`src/rtl/dmem_arbiter_pkg.sv`:
```
// Shared definitions for the data-memory arbiter slice: FSM states, default
// widths and requester indices.
package dmem_pkg;

  localparam int unsigned ADDR_W_DEF = 32;
  localparam int unsigned DATA_W_DEF = 32;

  localparam logic REQ_LSU = 1'b0;
  localparam logic REQ_DBG = 1'b1;

  typedef enum logic [1:0] {
    IDLE,
    ACCESS,
    RESP
  } arb_state_e;

endpackage

```
`src/rtl/dmem_arbiter_rr_arb2.sv`:
```
// Combinational two-way round-robin grant: on contention the requester that
// did not win last time is chosen.
module rr_arb2 (
  input  logic [1:0] req,
  input  logic       last_grant,
  output logic [1:0] gnt
);

  always_comb begin
    gnt = '0;
    if (req[0] && (!req[1] || last_grant)) begin
      gnt[0] = 1'b1;
    end else if (req[1]) begin
      gnt[1] = 1'b1;
    end
  end

endmodule

```
`src/rtl/dmem_arbiter.sv`:
```
// Two-requester round-robin arbiter/sequencer for the single-port data memory.
// Optional alignment checking with err output: define DMEM_ARB_ALIGN_CHECK_EN.
module dmem_arbiter
  import dmem_pkg::*;
#(
  parameter int unsigned ADDR_W = ADDR_W_DEF,
  parameter int unsigned DATA_W = DATA_W_DEF
) (
  input  logic              clk,
  input  logic              rst_n,
  input  logic              m0_req,
  input  logic              m0_we,
  input  logic [ADDR_W-1:0] m0_addr,
  input  logic [DATA_W-1:0] m0_wdata,
  output logic              m0_gnt,
  output logic              m0_done,
  output logic [DATA_W-1:0] m0_rdata,
  input  logic              m1_req,
  input  logic              m1_we,
  input  logic [ADDR_W-1:0] m1_addr,
  input  logic [DATA_W-1:0] m1_wdata,
  output logic              m1_gnt,
  output logic              m1_done,
  output logic [DATA_W-1:0] m1_rdata,
`ifdef DMEM_ARB_ALIGN_CHECK_EN
  output logic              err,
`endif
  output logic              mem_write,
  output logic [ADDR_W-1:0] mem_addr,
  output logic [DATA_W-1:0] mem_wdata,
  input  logic [DATA_W-1:0] mem_rdata
);

  arb_state_e        state;
  logic              last_grant;
  logic              owner;
  logic              lat_we;
  logic [1:0]        gnt;
  logic              win_we;
  logic [ADDR_W-1:0] win_addr;
  logic [DATA_W-1:0] win_wdata;
  logic              win_ok;
  logic [DATA_W-1:0] rd_word;

  rr_arb2 u_rr_arb2 (
    .req        ({m1_req, m0_req}),
    .last_grant (last_grant),
    .gnt        (gnt)
  );

  assign m0_gnt    = (state == IDLE) && gnt[0];
  assign m1_gnt    = (state == IDLE) && gnt[1];
  assign win_we    = gnt[1] ? m1_we    : m0_we;
  assign win_addr  = gnt[1] ? m1_addr  : m0_addr;
  assign win_wdata = gnt[1] ? m1_wdata : m0_wdata;

`ifdef DMEM_ARB_ALIGN_CHECK_EN
  logic misaligned;
  // mem_addr holds the latched address, so it is the one checked in ACCESS.
  assign misaligned = (mem_addr[1:0] != 2'b00);
  assign win_ok     = (win_addr[1:0] == 2'b00);
  assign rd_word    = misaligned ? '0 : mem_rdata;
`else
  assign win_ok     = 1'b1;
  assign rd_word    = mem_rdata;
`endif

  // mem_write is set on entry to ACCESS so it is high for exactly that cycle
  // and drops immediately on asynchronous reset.
  always_ff @(posedge clk or negedge rst_n) begin
    if (!rst_n) begin
      state      <= IDLE;
      last_grant <= 1'b1;
      owner      <= REQ_LSU;
      lat_we     <= 1'b0;
      mem_addr   <= '0;
      mem_wdata  <= '0;
      mem_write  <= 1'b0;
      m0_done    <= 1'b0;
      m1_done    <= 1'b0;
      m0_rdata   <= '0;
      m1_rdata   <= '0;
`ifdef DMEM_ARB_ALIGN_CHECK_EN
      err        <= 1'b0;
`endif
    end else begin
      mem_write <= 1'b0;
      m0_done   <= 1'b0;
      m1_done   <= 1'b0;
`ifdef DMEM_ARB_ALIGN_CHECK_EN
      err       <= 1'b0;
`endif
      case (state)
        IDLE: begin
          if (|gnt) begin
            owner      <= gnt[1];
            last_grant <= gnt[1];
            lat_we     <= win_we;
            mem_addr   <= win_addr;
            mem_wdata  <= win_wdata;
            mem_write  <= win_we && win_ok;
            state      <= ACCESS;
          end
        end
        ACCESS: begin
          if (!lat_we) begin
            if (owner == REQ_DBG) m1_rdata <= rd_word;
            else                  m0_rdata <= rd_word;
          end
          if (owner == REQ_DBG) m1_done <= 1'b1;
          else                  m0_done <= 1'b1;
`ifdef DMEM_ARB_ALIGN_CHECK_EN
          err <= misaligned;
`endif
          state <= RESP;
        end
        RESP:    state <= IDLE;
        default: state <= IDLE;
      endcase
    end
  end

endmodule
```
`config.mk`:
```
export PLATFORM = sky130hd
export DESIGN_NAME = dmem_arbiter
export DESIGN_NICKNAME = d
export VERILOG_FILES = /design/src/rtl/dmem_arbiter_pkg.sv /design/src/rtl/dmem_arbiter_rr_arb2.sv /design/src/rtl/dmem_arbiter.sv
export SDC_FILE = /design/constraint.sdc
export NUM_CORES = 1
export LEC_CHECK = 0
export BUFFER_PORTS_ARGS = -buffer_cell sky130_fd_sc_hd__buf_2
export CAP_MARGIN = 25
export CORE_MARGIN = 2
export CORE_UTILIZATION = 30
export CTS_BUF_LIST = sky130_fd_sc_hd__clkbuf_16
export DETAILED_ROUTE_END_ITERATION = 12
export PLACE_DENSITY = 0.58
export RECOVER_POWER = 25
export SYNTH_ARGS = -nofsm -noshare
export SYNTH_HDL_FRONTEND = slang
export SYNTH_SLANG_ARGS = --single-unit
```
`constraint.sdc`:
```
create_clock -name clk -period 4.58 [get_ports clk]
set_input_delay 0.687 -clock clk [delete_from_list [all_inputs] [get_ports clk]]
set_output_delay 0.687 -clock clk [all_outputs]
set_load 0.01 [all_outputs]
```
== Word-level counts from Yosys, hierarchy flattened ==
Index checks and enable logic that the tools add are counted.

* Flip-flop bits (word level): 136
* Input bits: 166
* Output and inout bits: 133
* Logic and storage cells: 39

* Equal/unequal tests: 2
* Multiplexer cells: 14
* Bitwise operators: 2
* Reduce and logical (&&, ||, !) cells: 10

{| class="wikitable"
|+ Operators with widths
! cell !! number
|-
| 32-bit 2-to-1 mux || 2
|-
| 1-bit 2-to-1 mux || 10
|-
| 3-bit AND reduction || 2
|-
| 2-bit one-hot mux with 2 select lines || 1
|-
| 1-bit logical AND || 3
|-
| 2-bit by 1-bit equality test with 1-bit output (second input constant) || 1
|-
| 2-bit logical NOT || 1
|-
| 2-bit 2-to-1 mux || 1
|-
| 2-bit by 1-bit inequality test with 1-bit output (second input constant) || 1
|-
| 1-bit NOT || 2
|-
| 2-bit AND reduction || 1
|-
| 2-bit OR reduction || 1
|-
| 1-bit logical NOT || 1
|-
| 1-bit logical OR || 1
|}

== Longest topological paths before layout ==
Gate-level depths: netlist (run 1).

* Word-level depth: 7
* Depth in mapped cells: 6
* Gate-level depth less buffers: 4

== By module ==
Synthesis (run 1) repeated with hierarchy kept, for this count alone.

* Cells, all modules: 370
* Area, all modules: 5969.5 um2

{| class="wikitable"
|+ Modules (own cells, without submodules)
! module !! times used !! cells an instance !! area an instance (um2)
|-
| dmem_arbiter || 1 || 367 || 5950.7
|-
| rr_arb2 || 1 || 3 || 18.8
|}

== Least setup slack after synthesis (run 1) ==
No wires, ideal clock.

* Path type: input port to output port
* Start: input m1_req
* End: output m1_gnt
* Arrival time: 1.506 ns
* Slack: 2.387 ns
* Stages on the path: 4
* Buffers on the path: 2
* Path through: a21bo_2 > buf_6 > buf_6 > nor3_1

* Longest elaborated chain between the ends: 5

{| class="wikitable"
|+ RTL lines
! item !! RTL line !! source
|-
| start: declaration || dmem_arbiter.sv:18 || <nowiki>input logic m1_req,</nowiki>
|-
| 1-bit logical NOT || dmem_arbiter_rr_arb2.sv:11 || <nowiki>if (req[0] && (!req[1] || last_grant)) begin</nowiki>
|-
| 1-bit logical OR || dmem_arbiter_rr_arb2.sv:11 ||
|-
| 1-bit logical AND || dmem_arbiter_rr_arb2.sv:11 ||
|-
| 1-bit 2-to-1 mux (*) || dmem_arbiter_rr_arb2.sv:11 ||
|-
| 1-bit logical AND (*) || dmem_arbiter.sv:52 || <nowiki>assign m1_gnt = (state == IDLE) && gnt[1];</nowiki>
|-
| end: declaration || dmem_arbiter.sv:22 || <nowiki>output logic m1_gnt,</nowiki>
|}

Every way passes the cells marked *; elsewhere a longest branch is shown, timed or not.

==> results.py, run 1 <==
metrics = {
    "synthesis": {
        "synth_nets": 538,
        "synth.top_cell.area_share": 0.563,
        "synth.avg_cell_area_sq_um": 16.1,
        "ys_ff_latch": 136,
        "yosys.area.top_type": "dfrtp_1",
        "async_flop_share": 1.00,
        "mappedNetlistArea_sq_um": 6000,
        "ys_types": 23,
        "synthCells": 372,
        "ys_seq_area_frac": 0.567,
        "synth_area_leaders": "dfrtp_1 (56%), mux2_2 (27%), mux2_4 (9.5%), mux2_1 (2.3%), buf_6 (0.94%)",
        "synth_most_common_cell": "mux2_2",
        "ys_warn_count": 0,
        "synth.cells.most_frequent": "mux2_2 (142), dfrtp_1 (135), mux2_4 (38)",
        "yosys_most_used_dff": "dfrtp_1",
        "synth_edf_count": 0,
    },
    "cts": {
        "cts-htree-levels": 4,
        "cts_buffers": 17,
        "cts_tree": "yes",
        "clockRootBuffer": "clkbuf_16",
        "cts_hold_buffers": 0,
        "clk_pin_slew_ns": 0.06,
        "clock-sinks": 136,
        "clk_path_buf_depth": 2,
        "postCtsSetupBuffers": 0,
        "post_cts_resized": 0,
        "clk_latency_ns": 0.42,
    },
    "route": {
        "vias": 4218,
        "routed_wl_mm": 15.3,
        "drc": 0,
        "via_per_inst": 4.43,
        "dr.pass1.iters": 4,
        "wl_per_cell_microns": 16.1,
        "drt_iter0_markers": 90,
        "final_antenna_net_count": 0,
    },
    "floorplan": {
        "die_w_microns": 145,
        "ios": 299,
        "core_area_sq_um": 19500,
        "rows": 51,
        "dieArea_sq_um": 21100,
        "die_h_microns": 145,
        "start_util": 0.307,
    },
    "power": {
        "power_frac_comb": 0.399,
        "switchingPower_mw": 1.95,
        "intPower_mw": 3.89,
        "seqPwrFrac": 0.367,
        "vdd_ir_drop_max_v": 0.000299,
        "power.leakage_nw": 4.12,
        "clkPwrFrac": 0.234,
        "finalPower_mw": 5.84,
        "p_per_area_nw_per_um2": 700,
        "p_sw_frac": 0.335,
    },
    "critical_path": {
        "crit_type": "input port to asynchronous set/reset pin",
        "critPathTopFamily": "buffers and inverters",
        "crit_fanout": 97,
        "rr_startpoint": "last_grant",
        "cp_slowest_cell": "clkbuf_2",
        "path_cells": "clkbuf_2 > buf_4",
        "critical_path.max_stage_delay_ns": 1.69,
        "worstSetupStartpoint": "rst_n",
        "cp_data_required_time_ns": 5.11,
        "cp.arrival_ns": 3.15,
        "crit_path_start_kind": "input port",
        "crit_path_end_kind": "asynchronous set/reset pin",
        "path_buf_inv": 2,
    },
    "sta": {
        "fmaxAchievable_mhz": 382,
        "fin_skew_ns": 0.0140,
        "rsz0062_at_grt": "false",
        "period_minus_slack_ns": 2.62,
        "setup_slack_ns": 1.96,
        "worstMarginPinSlew_ns": 2.45,
        "slew_headroom": -0.632,
        "setup_tns_ns": 0,
        "whs_ns": 0.480,
        "setup_viol": 0,
        "final_max_slew_viol_count": 98,
        "finalCritPeriodShare": 0.572,
        "hold_violations": 0,
    },
    "global_route": {
        "grtUsageTotal": 0.146,
        "grt_pass1_wl_mm": 24.2,
        "antenna_found_initial": 0,
        "grt_overflow_total": 0,
        "grt_max_degree": 98,
        "grt_pass1_vias": 4782,
    },
    "finish": {
        "drive_gt1_frac": 0.755,
        "finish.utilization": 0.427,
        "n_antenna_cell": 0,
        "final.fill_count": 1878,
        "layout.area.seq_sq_um": 3400,
        "final_nets": 840,
        "multiInputGateArea_sq_um": 2440,
        "area_growth_pct": 39.1,
        "fin_area_sq_um": 8340,
        "final_cells": 952,
    },
    "placement": {
        "placed_area_sq_um": 7750,
        "place_inst": 919,
        "dp_slack_ns": 1.75,
        "place_congestion": 0.786,
        "port_buffers": 298,
        "hpwlAfterDp_mm": 11.3,
    },
    "run_status": {
        "outcome": "finished, violations left",
        "violations": "max-capacitance violations, max-slew violations",
    },
    "worst_hold_path": {
        "min-delay-start": "m0_rdata[11]",
        "hold_path.class": "flop to flop",
    },
    "job": {
        "max-cap-violations": 1,
    },
}
==> area by class of cell <==
type,instances,share of cell area
clock buffer,17,0.0510
clock inverter,15,0.0198
inverter,3,0.00135
multi-input combinational,212,0.293
sequential,136,0.408
tap,265,0.0397
timing repair buffer,304,0.187
==> cells in the final DEF, fill, tap and decap left out, types with 3 or more instances in the layout <==
master / instances
buf_2: 297
mux2_2: 142
dfrtp_1: 135
mux2_4: 38
clkbuf_16: 17
mux2_1: 12
inv_6: 7
nor2_1: 4
buf_4: 4
inv_1: 3
clkinvlp_4: 3
==> state kept, by name (all words and copies together), names as in the netlist <==
signal / flops
owner: 1
m1_rdata: 32
mem_write: 1
m0_rdata: 32
mem_addr: 32
state: 2
last_grant: 1
mem_wdata: 32
m1_done: 1
m0_done: 1
lat_we: 1
==> worst paths after layout <==
check / endpoint / cells after the start / slack (ns)
worst max-delay path: mem_wdata[21] / 2 / 1.96
worst min-delay path: m0_rdata[11] / 1 / 0.48
worst max register to register: mem_wdata[0] / 4 / 2.11
worst min register to register: m0_rdata[11] / 1 / 0.48
max in group clk: m1_gnt / 3 / 2.09
min in group asynchronous: m1_rdata[15] / 1 / 1.00
==> per-layer routing <==
layer	global-route usage	vias to the layer above	wire length, microns	part of all wire
li1	-	1932	-	-
met1	0.158	2080	5920	0.39
met2	0.260	185	7880	0.51
met3	0.0564	21	1200	0.078
met4	0.0525	0	294	0.019
met5	0	-	0	0
==> power groups by stage <==
stage	combinational (mW)	sequential, mW	clock (mW)
6_report	2.33	2.14	1.37
5_1_grt	2.51	2.22	1.47
4_1_cts	2.37	2.15	1.41
3_5_place_dp	2.37	2.16	0
3_3_place_gp	2.29	2.14	0
2_1_floorplan	1.14	2.42	0
==> kinds of logic after synthesis <==
kind of cell	Yosys count	synth area share
multiplexers	192	0.384
flip-flops	136	0.567
buffers and inverters	24	0.0271
AND/OR/NAND/NOR	14	0.0136
AO/OA/AOI/OAI	6	0.00772
(Power assumes the default switching activity.)
==> run 2, diff against run 1 <==
Clock period 4.58 ns to 2.5 ns, I/O delays scaled along.
==> run 2 against run 1 <==
The run still ends with max-capacitance violations, max-slew violations left. Global-route usage barely moved. Sequential cell count unchanged. Non-clock buffer count up 5. Clock power increased by 110%. Design area rose by 1.3%. Power is 88% higher. Cell count is 0.53% higher. Register-to-register slack got worse by 1.6 ns. Wire length grew 0.76%. Utilization up 0.58 points. Critical path type is now flop to output pin.
==> results.py, run 2 (synthesis gave the netlist of run 1 again) <==
metrics = {
    "sta": {
        "worstMarginPinSlew_ns": 1.64,
        "final_max_slew_viol_count": 62,
        "setup_tns_ns": 0,
        "fmaxAchievable_mhz": 476,
        "slew_headroom": -0.0918,
        "finalCritPeriodShare": 0.840,
        "fin_skew_ns": 0.0116,
        "setup_viol": 0,
        "period_minus_slack_ns": 2.10,
        "setup_slack_ns": 0.400,
        "hold_violations": 0,
        "rsz0062_at_grt": "false",
    },
    "critical_path": {
        "crit_path_start_kind": "flop",
        "critPathTopFamily": "flip-flops",
        "cp_slowest_cell": "dfstp_2",
        "cp_data_required_time_ns": 2.12,
        "path_cells": "a21bo_4 > nor3_1 > buf_2",
        "cp.arrival_ns": 1.73,
        "path_buf_inv": 1,
        "crit_fanout": 29,
        "critical_path.max_stage_delay_ns": 0.55,
        "crit_path_end_kind": "output pin",
        "crit_type": "flop to output pin",
    },
    "floorplan": {
        "rows": 51,
        "dieArea_sq_um": 21100,
        "die_h_microns": 145,
        "die_w_microns": 145,
        "core_area_sq_um": 19500,
        "start_util": 0.307,
        "ios": 299,
    },
    "worst_hold_path": {
        "hold_path.class": "input port to flop",
    },
    "global_route": {
        "grt_pass1_vias": 4695,
        "grt_pass1_wl_mm": 24.4,
        "antenna_found_initial": 0,
        "grt_overflow_total": 0,
        "grtUsageTotal": 0.146,
        "grt_max_degree": 63,
    },
    "power": {
        "intPower_mw": 7.48,
        "vdd_ir_drop_max_v": 0.000475,
        "clkPwrFrac": 0.256,
        "p_per_area_nw_per_um2": 1300,
        "power_frac_comb": 0.387,
        "power.leakage_nw": 4.18,
        "seqPwrFrac": 0.357,
        "switchingPower_mw": 3.49,
        "p_sw_frac": 0.318,
    },
    "finish": {
        "final_cells": 957,
        "drive_gt1_frac": 0.751,
        "final_nets": 845,
        "fin_area_sq_um": 8460,
        "layout_commonest_cell": "buf_2",
        "n_antenna_cell": 0,
        "final_cell_mix": "buf_2 (296), mux2_2 (142), dfrtp_1 (135)",
        "area_growth_pct": 41.0,
    },
    "cts": {
        "cts_buffers": 17,
        "post_cts_resized": 0,
        "clk_pin_slew_ns": 0.06,
        "clk_path_buf_depth": 2,
        "clockRootBuffer": "clkbuf_16",
        "cts-htree-levels": 4,
        "clock-sinks": 136,
        "cts_tree": "yes",
        "clk_latency_ns": 0.41,
        "postCtsSetupBuffers": 0,
    },
    "route": {
        "dr.pass1.iters": 4,
        "final_antenna_net_count": 0,
        "wl_per_cell_microns": 16.1,
        "via_per_inst": 4.43,
        "vias": 4240,
        "drc": 0,
        "routed_wl_mm": 15.4,
        "drt_iter0_markers": 83,
    },
    "job": {
        "max-cap-violations": 1,
    },
    "placement": {
        "place_congestion": 0.781,
        "placed_area_sq_um": 7800,
        "dp_slack_ns": 0.421,
        "place_inst": 924,
        "port_buffers": 298,
        "hpwlAfterDp_mm": 11.6,
    },
    "run_status": {
        "violations": "max-capacitance violations, max-slew violations",
        "outcome": "finished, violations left",
    },
}
## run 2: cell count changes in the layout (fill, tap and decap cells not counted), sizes merged
cell         delta
inv             -6
clkinv          +5
bufinv          +4
buf             +3
clkinvlp        -3
clkbuf          +1
dlygate4sd3     +1
## run 2: worst reg2reg max path, stage by stage (launching register included)
cell and delay, ns:
dfstp_2 0.55, a21bo_4 0.46, buf_4 0.29, mux2_2 0.36
mux2_2 0.26
## run 2: path summary, 6_finish.rpt
kind	startpoint	end	slack (ns)	cells after the start
setup / recovery	last_grant	m1_gnt	0.40	3
max in group asynchronous	rst_n	mem_addr[29]	0.50	3
min in group asynchronous	rst_n	m0_rdata[16]	0.91	2
hold reg to reg	m0_rdata[10]	m0_rdata[10]	0.48	1
setup reg to reg	last_grant	mem_wdata[17]	0.47	4
hold / removal	mem_rdata[2]	m1_rdata[2]	0.19	2
## run 2: final cells by class
| cell class | count | area (sq um) |
|---|---|---|
| Clock inverter | 15 | 231 |
| Tap cell | 265 | 332 |
| Fill cell | 1866 | 11100 |
| Inverter | 3 | 11.3 |
| Clock buffer | 17 | 425 |
| Multi-Input combinational cell | 212 | 2450 |
| Timing Repair Buffer | 309 | 1600 |
| Sequential cell | 136 | 3400 |
## run 2: what timing repair did
item                       CTS  global route
hold buffers                 1             0
hold endpoints to repair    58             0
setup endpoints to repair    0             0
## run 2: per-stage QoR
stage          total power, mW   util  hold WS (ns)
6_report                  11.0  0.433         0.193
5_1_grt                   11.7  0.433         0.180
4_1_cts                   11.2  0.433         0.176
3_5_place_dp              8.29  0.399         0.412
3_3_place_gp              8.13  0.399         0.399
2_1_floorplan             6.52      -        0.0794
## run 2: layer usage
metal / vias to the layer above / part of all wire / global-route usage
met4: 0 / 0.024 / 0.0627
met3: 25 / 0.076 / 0.0483
met1: 2075 / 0.39 / 0.163
li1: 1953 / - / -
met5: - / 0 / 0
met2: 187 / 0.51 / 0.255
## run 2: power by group through the flow
stage                     Sequential, mW  Clock [mW]  Combinational, mW
after detailed placement            3.95           0               4.34
after global placement              3.91           0               4.22
final                               3.91        2.81               4.25
after floorplan                     4.43           0               2.08
after CTS                           3.93        2.88               4.34
after global routing                4.07        3.00               4.59
==> run 3, diff against run 2 <==
Settings changed: ABC_AREA from default to 1, PLACE_DENSITY 0.58 to 0.59.
Clock period 2.5 ns to 2 ns, I/O delays scaled along.
==> run 3 against run 2 <==
The run now ends clean. Sequential power up 22%. Register-to-register slack worse by 0.02 ns. Critical path depth up 2. Cell count up 38%. Hold slack worse by 0.055 ns. First-iteration DRC count rose to 3.0 times the previous value. Synthesized cell count up 100%. Clock-buffer cell count unchanged.
==> results.py, run 3 <==
metrics = {
    "sta": {
        "fmaxAchievable_mhz": 545,
        "slew_headroom": 0.200,
        "hold_violations": 0,
        "setup_slack_ns": 0.164,
        "finalCritPeriodShare": 0.918,
        "setup_viol": 0,
        "setup_tns_ns": 0,
        "worstMarginPinSlew_ns": 1.20,
        "rsz0062_at_grt": "false",
        "fin_skew_ns": 0.00837,
        "period_minus_slack_ns": 1.84,
        "final_max_slew_viol_count": 0,
    },
    "synthesis": {
        "synth.cells.most_frequent": "nand2_1 (458), dfrtp_1 (135), o21ai_0 (50)",
        "mappedNetlistArea_sq_um": 5900,
        "ys_warn_count": 0,
        "async_flop_share": 1.00,
        "synthCells": 753,
        "synth_edf_count": 0,
        "yosys_most_used_dff": "dfrtp_1",
        "synth_compound_area_frac": 0.0603,
        "ys_ff_latch": 136,
        "synth.avg_cell_area_sq_um": 7.83,
        "yosys.area_share.adder": 0,
        "synth_area_leaders": "dfrtp_1 (57%), nand2_1 (29%), o21ai_0 (4.2%), inv_1 (2.4%), buf_2 (1.9%)",
        "muxShareOfSynthArea": 0,
        "synth_top_family_by_area": "simple AND/OR/NAND/NOR gates",
        "ys_types": 17,
        "synth-simple-area-share": 0.300,
        "synth_nets": 919,
        "synth_most_common_cell": "nand2_1",
        "yosys.area.top_type": "dfrtp_1",
        "ys_seq_area_frac": 0.577,
        "synth.top_cell.area_share": 0.573,
        "synthXorXnorAreaFrac": 0,
    },
    "critical_path": {
        "cp_data_required_time_ns": 1.70,
        "crit_path_start_kind": "flop",
        "rr_startpoint": "last_grant",
        "worstSetupStartpoint": "last_grant",
        "crit_path_end_kind": "output pin",
        "cp.arrival_ns": 1.54,
        "crit_type": "flop to output pin",
        "crit_fanout": 3,
    },
    "finish": {
        "layout_commonest_cell": "nand2_1",
        "n_antenna_cell": 0,
        "area_growth_pct": 40.9,
        "final_cells": 1322,
        "final_nets": 1210,
        "final.fill_count": 2018,
        "fin_area_sq_um": 8300,
        "drive_gt1_frac": 0.332,
        "final_cell_mix": "nand2_1 (457), buf_2 (297), dfrtp_1 (135)",
    },
    "route": {
        "final_antenna_net_count": 0,
        "wl_per_cell_microns": 13.2,
        "routed_wl_mm": 17.4,
        "drt_iter0_markers": 251,
        "drc": 0,
        "dr.pass1.iters": 4,
        "via_per_inst": 4.21,
        "vias": 5571,
    },
    "cts": {
        "cts_tree": "yes",
        "clock-sinks": 136,
        "clk_pin_slew_ns": 0.06,
        "post_cts_resized": 0,
        "clk_latency_ns": 0.42,
        "clk_path_buf_depth": 2,
        "cts-htree-levels": 4,
        "cts_buffers": 17,
        "clockRootBuffer": "clkbuf_16",
    },
    "global_route": {
        "grt_overflow_total": 0,
        "grt_pass1_wl_mm": 27.0,
        "grt_max_degree": 65,
        "grtUsageTotal": 0.168,
        "grt_pass1_vias": 5248,
        "antenna_found_initial": 0,
    },
    "placement": {
        "place_congestion": 0.788,
        "placed_area_sq_um": 7720,
        "place_inst": 1289,
        "hpwlAfterDp_mm": 12.8,
        "port_buffers": 298,
        "dp_slack_ns": 0.456,
    },
    "floorplan": {
        "core_area_sq_um": 19400,
        "die_w_microns": 144,
        "start_util": 0.304,
        "rows": 51,
        "dieArea_sq_um": 20800,
        "die_h_microns": 144,
        "ios": 299,
    },
    "worst_hold_path": {
        "min-delay-start": "mem_rdata[10]",
        "hold_path.class": "input port to flop",
    },
    "run_status": {
        "outcome": "finished, final reports clean",
    },
    "power": {
        "vdd_ir_drop_max_v": 0.000636,
        "p_per_area_nw_per_um2": 1570,
        "finalPower_mw": 13.0,
        "power.leakage_nw": 4.96,
    },
    "job": {
        "max-cap-violations": 0,
    },
}
[run 3: kinds of logic (layout without fill, tap and decap cells)]
family | after synthesis | count (layout)
buffers and inverters | 80 | 384
AOI/OAI and AO/OA | 69 | 69
DFF | 136 | 136
and+or+nand+nor | 468 | 468
[run 3: stage by stage]
stage,util,hold WS (ns)
3_3_place_gp,0.398,0.266
4_1_cts,0.429,0.109
5_1_grt,0.428,0.119
2_1_floorplan,-,0.00441
3_5_place_dp,0.398,0.264
6_report,0.428,0.138
[run 3: final timing paths]
check                                    end  slack (ns)  cells after the start
worst min register to register       m0_done        0.46                      1
worst max-delay path                  m0_gnt        0.16                      5
worst min-delay path            m1_rdata[10]        0.14                      3
max in group asynchronous         last_grant        0.37                      3
min in group asynchronous       m0_rdata[10]        0.66                      2
worst max register to register   mem_addr[9]        0.45                      8
[run 3: critical path, cell delays in order, from the launching register on]
cell and delay (ns):
dfstp_2 0.57, inv_2 0.04, nand2_1 0.06, nand2_2 0.08
nor2_1 0.19, buf_2 0.19
[run 3: final cells by class]
type,instances,area [sq um],area share
clock buffer,17,425,0.0512
clock inverter,15,155,0.0187
inverter,40,150,0.0181
multi-input combinational,537,2140,0.257
sequential,136,3400,0.410
tap,265,332,0.0399
timing repair buffer,312,1700,0.205
[run 3: timing repair]
| item | in CTS | in global routing |
|---|---|---|
| hold endpoints to repair | 39 | 0 |
| hold buffers | 1 | 0 |
| buffers inserted | 0 | 0 |
[run 3: routing by layer]
metal	global-route usage	routed length [microns]	vias to the layer above
met2	0.294	8540	166
met5	0	0	-
met3	0.0513	1120	29
li1	-	-	2867
met4	0.0603	444	0
met1	0.194	7320	2509
[run 3: where the power goes]
part           total, mW  internal [mW]  switching, mW
Clock               3.07           1.84           1.23
Sequential          4.78           4.11          0.674
Combinational       5.19           1.99           3.20
